$ cat src/rtl/video_stream_expander.sv
// Pixel-stream expander: 2-entry skid FIFO, per-channel bit-replication widening, frame SOP/EOP tracking with resync.
// Optional test-pattern generator enabled by defining VIDEO_EXPANDER_PATTERN_EN (adds pattern_sel input).
module video_stream_expander #(
    parameter int IN_BITS  = 4,
    parameter int OUT_BITS = 8,
    parameter int PAD_BITS = 2,
    parameter int WIDTH    = 320,
    parameter int HEIGHT   = 240
) (
    input  logic                                clk,
    input  logic                                reset_n,
    input  logic [3*IN_BITS-1:0]                in_data,
    input  logic                                in_sof,
    input  logic                                in_valid,
    output logic                                in_ready,
    output logic [3*(OUT_BITS+PAD_BITS)-1:0]    data,
    output logic                                startofpacket,
    output logic                                endofpacket,
    output logic                                valid,
    input  logic                                ready,
    output logic                                frame_done,
`ifdef VIDEO_EXPANDER_PATTERN_EN
    input  logic [1:0]                          pattern_sel,
`endif
    output logic                                sync_error
);
    localparam int CH_OUT = OUT_BITS + PAD_BITS;
    localparam int DW     = 3 * CH_OUT;
    localparam int XW     = (WIDTH  > 1) ? $clog2(WIDTH)  : 1;
    localparam int YW     = (HEIGHT > 1) ? $clog2(HEIGHT) : 1;

    logic [3*IN_BITS:0]   mem_q [2];
    logic                 wr_ptr_q, rd_ptr_q;
    logic [1:0]           count_q, count_d;
    logic [XW-1:0]        x_q, x_d, x_base;
    logic [YW-1:0]        y_q, y_d, y_base;
    logic                 frame_done_q, sync_error_q;

    logic                 push, pop;
    logic [3*IN_BITS:0]   head;
    logic                 head_sof;
    logic [3*IN_BITS-1:0] head_px;
    logic                 at_origin, at_last, sop_raw, eop_raw;
    logic [OUT_BITS-1:0]  pix_exp  [3];
    logic [OUT_BITS-1:0]  chan_val [3];
    logic [DW-1:0]        data_pre;

    assign valid     = (count_q != 2'd0);
    assign in_ready  = reset_n & (count_q != 2'd2);
    assign push      = in_valid & in_ready;
    assign pop       = valid & ready;
    assign head      = mem_q[rd_ptr_q];
    assign head_sof  = head[3*IN_BITS];
    assign head_px   = head[3*IN_BITS-1:0];
    assign at_origin = (x_q == '0) && (y_q == '0);
    assign at_last   = (x_q == XW'(WIDTH-1)) && (y_q == YW'(HEIGHT-1));
    assign sop_raw   = head_sof | at_origin;
    assign eop_raw   = ~head_sof & at_last;

    // Output bit gi (from MSB) copies input bit gi mod IN_BITS (from MSB): MSB-first replication.
    for (genvar gc = 0; gc < 3; gc++) begin : g_chan
        for (genvar gi = 0; gi < OUT_BITS; gi++) begin : g_bit
            assign pix_exp[gc][OUT_BITS-1-gi] = head_px[gc*IN_BITS + IN_BITS-1 - (gi % IN_BITS)];
        end
        assign data_pre[gc*CH_OUT + PAD_BITS +: OUT_BITS] = chan_val[gc];
        if (PAD_BITS > 0) begin : g_pad
            assign data_pre[gc*CH_OUT +: PAD_BITS] = '0;
        end
    end

`ifdef VIDEO_EXPANDER_PATTERN_EN
    logic [1:0] pattern_q;
    logic [1:0] mode;
    logic [2:0] bar;
    logic       chk;

    // The SOP pixel itself already uses the newly selected mode.
    assign mode = sop_raw ? pattern_sel : pattern_q;
    assign bar  = 3'((int'(x_q) * 8) / WIDTH);
    assign chk  = 1'((int'(x_q) ^ int'(y_q)) >> 4);

    always_comb begin
        for (int c = 0; c < 3; c++) begin
            chan_val[c] = pix_exp[c];
            if (mode == 2'd1)      chan_val[c] = {OUT_BITS{bar[c]}};
            else if (mode == 2'd2) chan_val[c] = {OUT_BITS{chk}};
        end
    end

    always_ff @(posedge clk or negedge reset_n) begin
        if (!reset_n)           pattern_q <= 2'd0;
        else if (pop & sop_raw) pattern_q <= pattern_sel;
    end
`else
    always_comb begin
        for (int c = 0; c < 3; c++) chan_val[c] = pix_exp[c];
    end
`endif

    assign data          = valid ? data_pre : '0;
    assign startofpacket = valid & sop_raw;
    assign endofpacket   = valid & eop_raw;
    assign frame_done    = frame_done_q;
    assign sync_error    = sync_error_q;

    // A sof-marked head restarts counting as if it were frame pixel 0.
    always_comb begin
        count_d = count_q + {1'b0, push} - {1'b0, pop};
        x_base  = head_sof ? '0 : x_q;
        y_base  = head_sof ? '0 : y_q;
        x_d     = x_q;
        y_d     = y_q;
        if (pop) begin
            if (x_base == XW'(WIDTH-1)) begin
                x_d = '0;
                y_d = (y_base == YW'(HEIGHT-1)) ? '0 : y_base + YW'(1);
            end else begin
                x_d = x_base + XW'(1);
                y_d = y_base;
            end
        end
    end

    always_ff @(posedge clk or negedge reset_n) begin
        if (!reset_n) begin
            for (int i = 0; i < 2; i++) mem_q[i] <= '0;
            wr_ptr_q     <= 1'b0;
            rd_ptr_q     <= 1'b0;
            count_q      <= 2'd0;
            x_q          <= '0;
            y_q          <= '0;
            frame_done_q <= 1'b0;
            sync_error_q <= 1'b0;
        end else begin
            if (push) begin
                mem_q[wr_ptr_q] <= {in_sof, in_data};
                wr_ptr_q        <= ~wr_ptr_q;
            end
            if (pop) rd_ptr_q <= ~rd_ptr_q;
            count_q      <= count_d;
            x_q          <= x_d;
            y_q          <= y_d;
            frame_done_q <= pop & eop_raw;
            sync_error_q <= pop & head_sof & ~at_origin;
        end
    end
endmodule

$ cat config.mk
export PLATFORM = sky130hd
export DESIGN_NAME = video_stream_expander
export DESIGN_NICKNAME = d
export VERILOG_FILES = /design/src/rtl/video_stream_expander.sv
export SDC_FILE = /design/constraint.sdc
export NUM_CORES = 1
export LEC_CHECK = 0
export ABC_AREA = 1
export CAP_MARGIN = 20
export CORE_AREA = 2 2 84 86
export DETAILED_ROUTE_END_ITERATION = 6
export DIE_AREA = 0 0 86 88
export PLACE_DENSITY = 0.68
export SLEW_MARGIN = 20
export SYNTH_ARGS = -nofsm -noshare
export SYNTH_HDL_FRONTEND = slang
export SYNTH_SLANG_ARGS = --single-unit
$ cat constraint.sdc
create_clock -name clk -period 3.6 [get_ports clk]
set_input_delay 0.72 -clock clk [delete_from_list [all_inputs] [get_ports clk]]
set_output_delay 0.72 -clock clk [all_outputs]
set_load 0.01 [all_outputs]
==> summary by stage <==
Synth
After synthesis, the mean cell area works out to 7.76 um^2. Synthesis produced a netlist whose cell count is 369. Yosys mapped a number of flops with a built-in enable equal to 0.

Sorting the synthesized cells by area gives the leading types as sky130_fd_sc_hd__dfrtp_1, sky130_fd_sc_hd__nand2_1, sky130_fd_sc_hd__inv_1. After synthesis, the most frequently instantiated cells are sky130_fd_sc_hd__nand2_1, sky130_fd_sc_hd__dfrtp_1, sky130_fd_sc_hd__inv_1, sky130_fd_sc_hd__nor2_1. Yosys instantiated no cell more often than sky130_fd_sc_hd__nand2_1.

The Yosys warning count is 0. The largest area contributor in the netlist is sky130_fd_sc_hd__dfrtp_1. After synthesis the netlist holds a flip-flop and latch count of 49. The async set-reset flop share out of synthesis is 100%. The top flip-flop cell by instance count after synthesis is sky130_fd_sc_hd__dfrtp_1. The number of different library cells in the post-synthesis netlist is 34. Summing every instance area after synthesis gives 2870 um^2. The area fraction of the dominant cell type after synthesis is 42.8%. For this run, the register share of the synthesized area comes to 42.8%.

Critical path
The cell with the most instances on the worst path is sky130_fd_sc_hd__nand2_2. The kind of cell with the highest combined delay along the critical path is buffers and inverters. Counting buffers and inverters, the worst setup path is 8 cells deep. For the worst setup path, the data required time is 2880 ps. Together, buffers and inverters on the worst path number 3. The endpoint class of the critical path is a primary output. The worst setup path category is reg2out. The largest single stage delay on the critical path is 600 ps.

Among all stages on the critical path, the largest delay is contributed by sky130_fd_sc_hd__dfrtp_1. The largest fanout of any net on the critical path is 16. The critical path goes through inv_4 > nand2_1 > nand2_2 > nand2_2 > nor2_2 > nand3_1 > inv_1 > clkdlybuf4s50_1. The worst setup path is launched from a register. The endpoint arrival time on the critical path is 2270 ps. The depth of the worst register-to-register path is 12.

Place
After legalization and detailed placement, the total HPWL measured 4290 um. During placement, the flow inserted port buffers numbering 46. Routability-driven placement finished with a final weighted congestion of 0.877. Timing analysis after detailed placement gives a worst setup slack of 924 ps.

Power
The static leakage is 1.62 nW. The worst IR drop on VDD is 0.416 mV. Dividing total power by cell area gives a power density of 768 nW/um^2.

Timing
The clock period could shrink to 2990 ps. The number of pins exceeding their max-slew limit in the final report was 0. The count of final hold-check violations is 0. The post-route clock skew is 4.02 ps. The measured slew at the worst slew-check pin is 858 ps.

The relative slew slack is 42.6%. The final worst-path setup slack is 611 ps. After layout, the worst path uses 83.0% of the clock period. The setup-violating endpoint count in the final report is 0. Static timing analysis puts the maximum clock frequency at 0.335 GHz.

The aggregate negative setup slack is 0 ps. Setup repair after global routing left no endpoint under its margin.

Clock network
The number of CTS-inserted buffers is 5. The number of hold buffers added after CTS was 0. The clock tree root driver cell is sky130_fd_sc_hd__clkbuf_8. In this run the post-CTS setup repair buffer count came out at 0.

The number of resized instances in the post-cts repair step is 0. The insertion delay to the later sink of the worst-skew pair is 300 ps. TritonCTS built the clock tree. The level count of the clock H-tree is 2. The clock drives 49 sinks. In this run the deepest clock path goes through 2 buffers. The clock edge transition at the registers on the reported setup and hold paths is 90 ps.

Layout
The total inserted antenna cells is 0. The area growth from synthesis to layout is 17.2%. The layout cell share with drive strength beyond 1 is 11.7%. The net count of the finished layout is 421.

Run status
The run finished with clean final reports.

Die
The height of the chip is 88 um. The initial cell density of the core is 43.1%. 53 I/O pins were placed. The floorplan step set the die width to 86 um. The floorplan step defined a core boundary enclosing 6640 um^2. The total number of placement rows is 30.

The floorplan step defined a die boundary enclosing 7570 um^2.

Flow run
The total of max-cap violations is 0.

Global routing
The aggregate global-route resource usage is 17.1%. The pin count of the biggest net entering global routing is 50. The initial antenna violation count came to 0. Summed over all layers, the global routing overflow is 0. The first global-routing pass estimated 10300 um of wire.

The number of global-route vias before repair is 2258.

Route
The count of vias placed by the detailed router is 2349. In this run the remaining antenna-violating nets after routing total 0. After detailed routing, the number of remaining DRC violations is 0. The iteration count of the initial detailed-routing pass is 4. The final wirelength is 5930 um. Dividing the detail-routed via count by the number of cells gives 4.88.

Dividing the detail-routed wire length by the instance count gives 12.3 um. The iteration-0 DRC count of the detailed router is 128.

Hold path
The path class of the tightest hold or removal check is reg2reg. Counting instances, the worst hold path has a depth of 2.
## worst register-to-register path: cells and delay by family (launching register included)
family | cells | cell delay (ps)
AND/OR/NAND/NOR | 8 | 1290
flip-flops | 1 | 710
adder cells (fa/ha/maj) | 1 | 180
buffers and inverters | 3 | 330
## per-stage QoR
step                cell area [um^2]  cells  power (mW)  hold slack [ps]  util, %
CTS                             3360    481        2.62              493     50.5
finish                          3360    481        2.58              491     50.5
global route                    3360    481        2.80              507     50.5
global placement                3260    473        2.22              466     49.0
detailed placement              3260    473        2.25              470     49.0
floorplan                       2880    374        1.79              424        -
## worst paths after layout
check                           from           to  slack, ps
max                         rd_ptr_q  endofpacket        610
min                        mem_q[17]    mem_q[17]        490
max reg2reg                 rd_ptr_q       x_q[8]        970
min reg2reg                mem_q[17]    mem_q[17]        490
max in group asynchronous    reset_n   frame_done       2650
min in group asynchronous    reset_n       x_q[3]        540
## layout by cell type, fill, tap and decap left out, types with 3 or more instances in the layout
| cell | n |
|---|---|
| sky130_fd_sc_hd__buf_4 | 5 |
| sky130_fd_sc_hd__dfrtp_1 | 49 |
| sky130_fd_sc_hd__nand2_2 | 5 |
| sky130_fd_sc_hd__nor4_1 | 4 |
| sky130_fd_sc_hd__inv_1 | 41 |
| sky130_fd_sc_hd__clkdlybuf4s50_1 | 45 |
| sky130_fd_sc_hd__nand2_1 | 102 |
| sky130_fd_sc_hd__o21ai_1 | 5 |
| sky130_fd_sc_hd__nand4_1 | 4 |
| sky130_fd_sc_hd__nor2_1 | 22 |
| sky130_fd_sc_hd__nand3_2 | 3 |
| sky130_fd_sc_hd__o21ai_0 | 21 |
| sky130_fd_sc_hd__clkbuf_8 | 6 |
| sky130_fd_sc_hd__ha_1 | 4 |
| sky130_fd_sc_hd__nor2_2 | 4 |
| sky130_fd_sc_hd__conb_1 | 6 |
| sky130_fd_sc_hd__a21oi_1 | 16 |
| sky130_fd_sc_hd__o22ai_1 | 4 |
| sky130_fd_sc_hd__xnor2_1 | 3 |
| sky130_fd_sc_hd__nand3_1 | 21 |
| sky130_fd_sc_hd__o21ai_2 | 13 |
## sequential cells by signal (all words and copies together), names as in the netlist
register,cells
x_q,9
frame_done,1
sync_error,1
mem_q,26
wr_ptr_q,1
rd_ptr_q,1
y_q,8
count_q,2
## routing by layer
layer | GRT usage (%) | vias up | wire (um)
met1 | 22.6 | 1050 | 2770
met3 | 3.39 | 5 | 330
li1 | - | 1211 | -
met2 | 28.7 | 83 | 2780
met4 | 4.62 | 0 | 49
met5 | 0 | - | 0
## where the power goes
group | leakage [nW] | internal [mW] | total (mW) | switching [mW]
Sequential | 0.628 | 0.753 | 0.910 | 0.158
Clock | 0.0518 | 0.160 | 0.354 | 0.194
Combinational | 0.937 | 0.622 | 1.32 | 0.694
Total | 1.62 | 1.53 | 2.58 | 1.05
## cell type report
cell class	instances	area, um^2
Clock buffer	6	82.6
Clock inverter	2	17.5
Fill cell	655	3290
Inverter	44	168
Multi-Input combinational cell	249	1270
Sequential cell	49	1230
Tap cell	80	100
Timing Repair Buffer	51	493
## cell families after synthesis
| family | Yosys count | share of synthesized area [%] |
|---|---|---|
| AND/OR/NAND/NOR | 174 | 27.7 |
| buffers and inverters | 76 | 13.5 |
| AO/OA/AOI/OAI | 60 | 12.6 |
| flip-flops | 49 | 42.8 |
| XOR/XNOR | 5 | 1.53 |
| adder cells (fa/ha/maj) | 4 | 1.75 |
| other | 1 | 0.131 |
(Power assumes the default switching activity.)
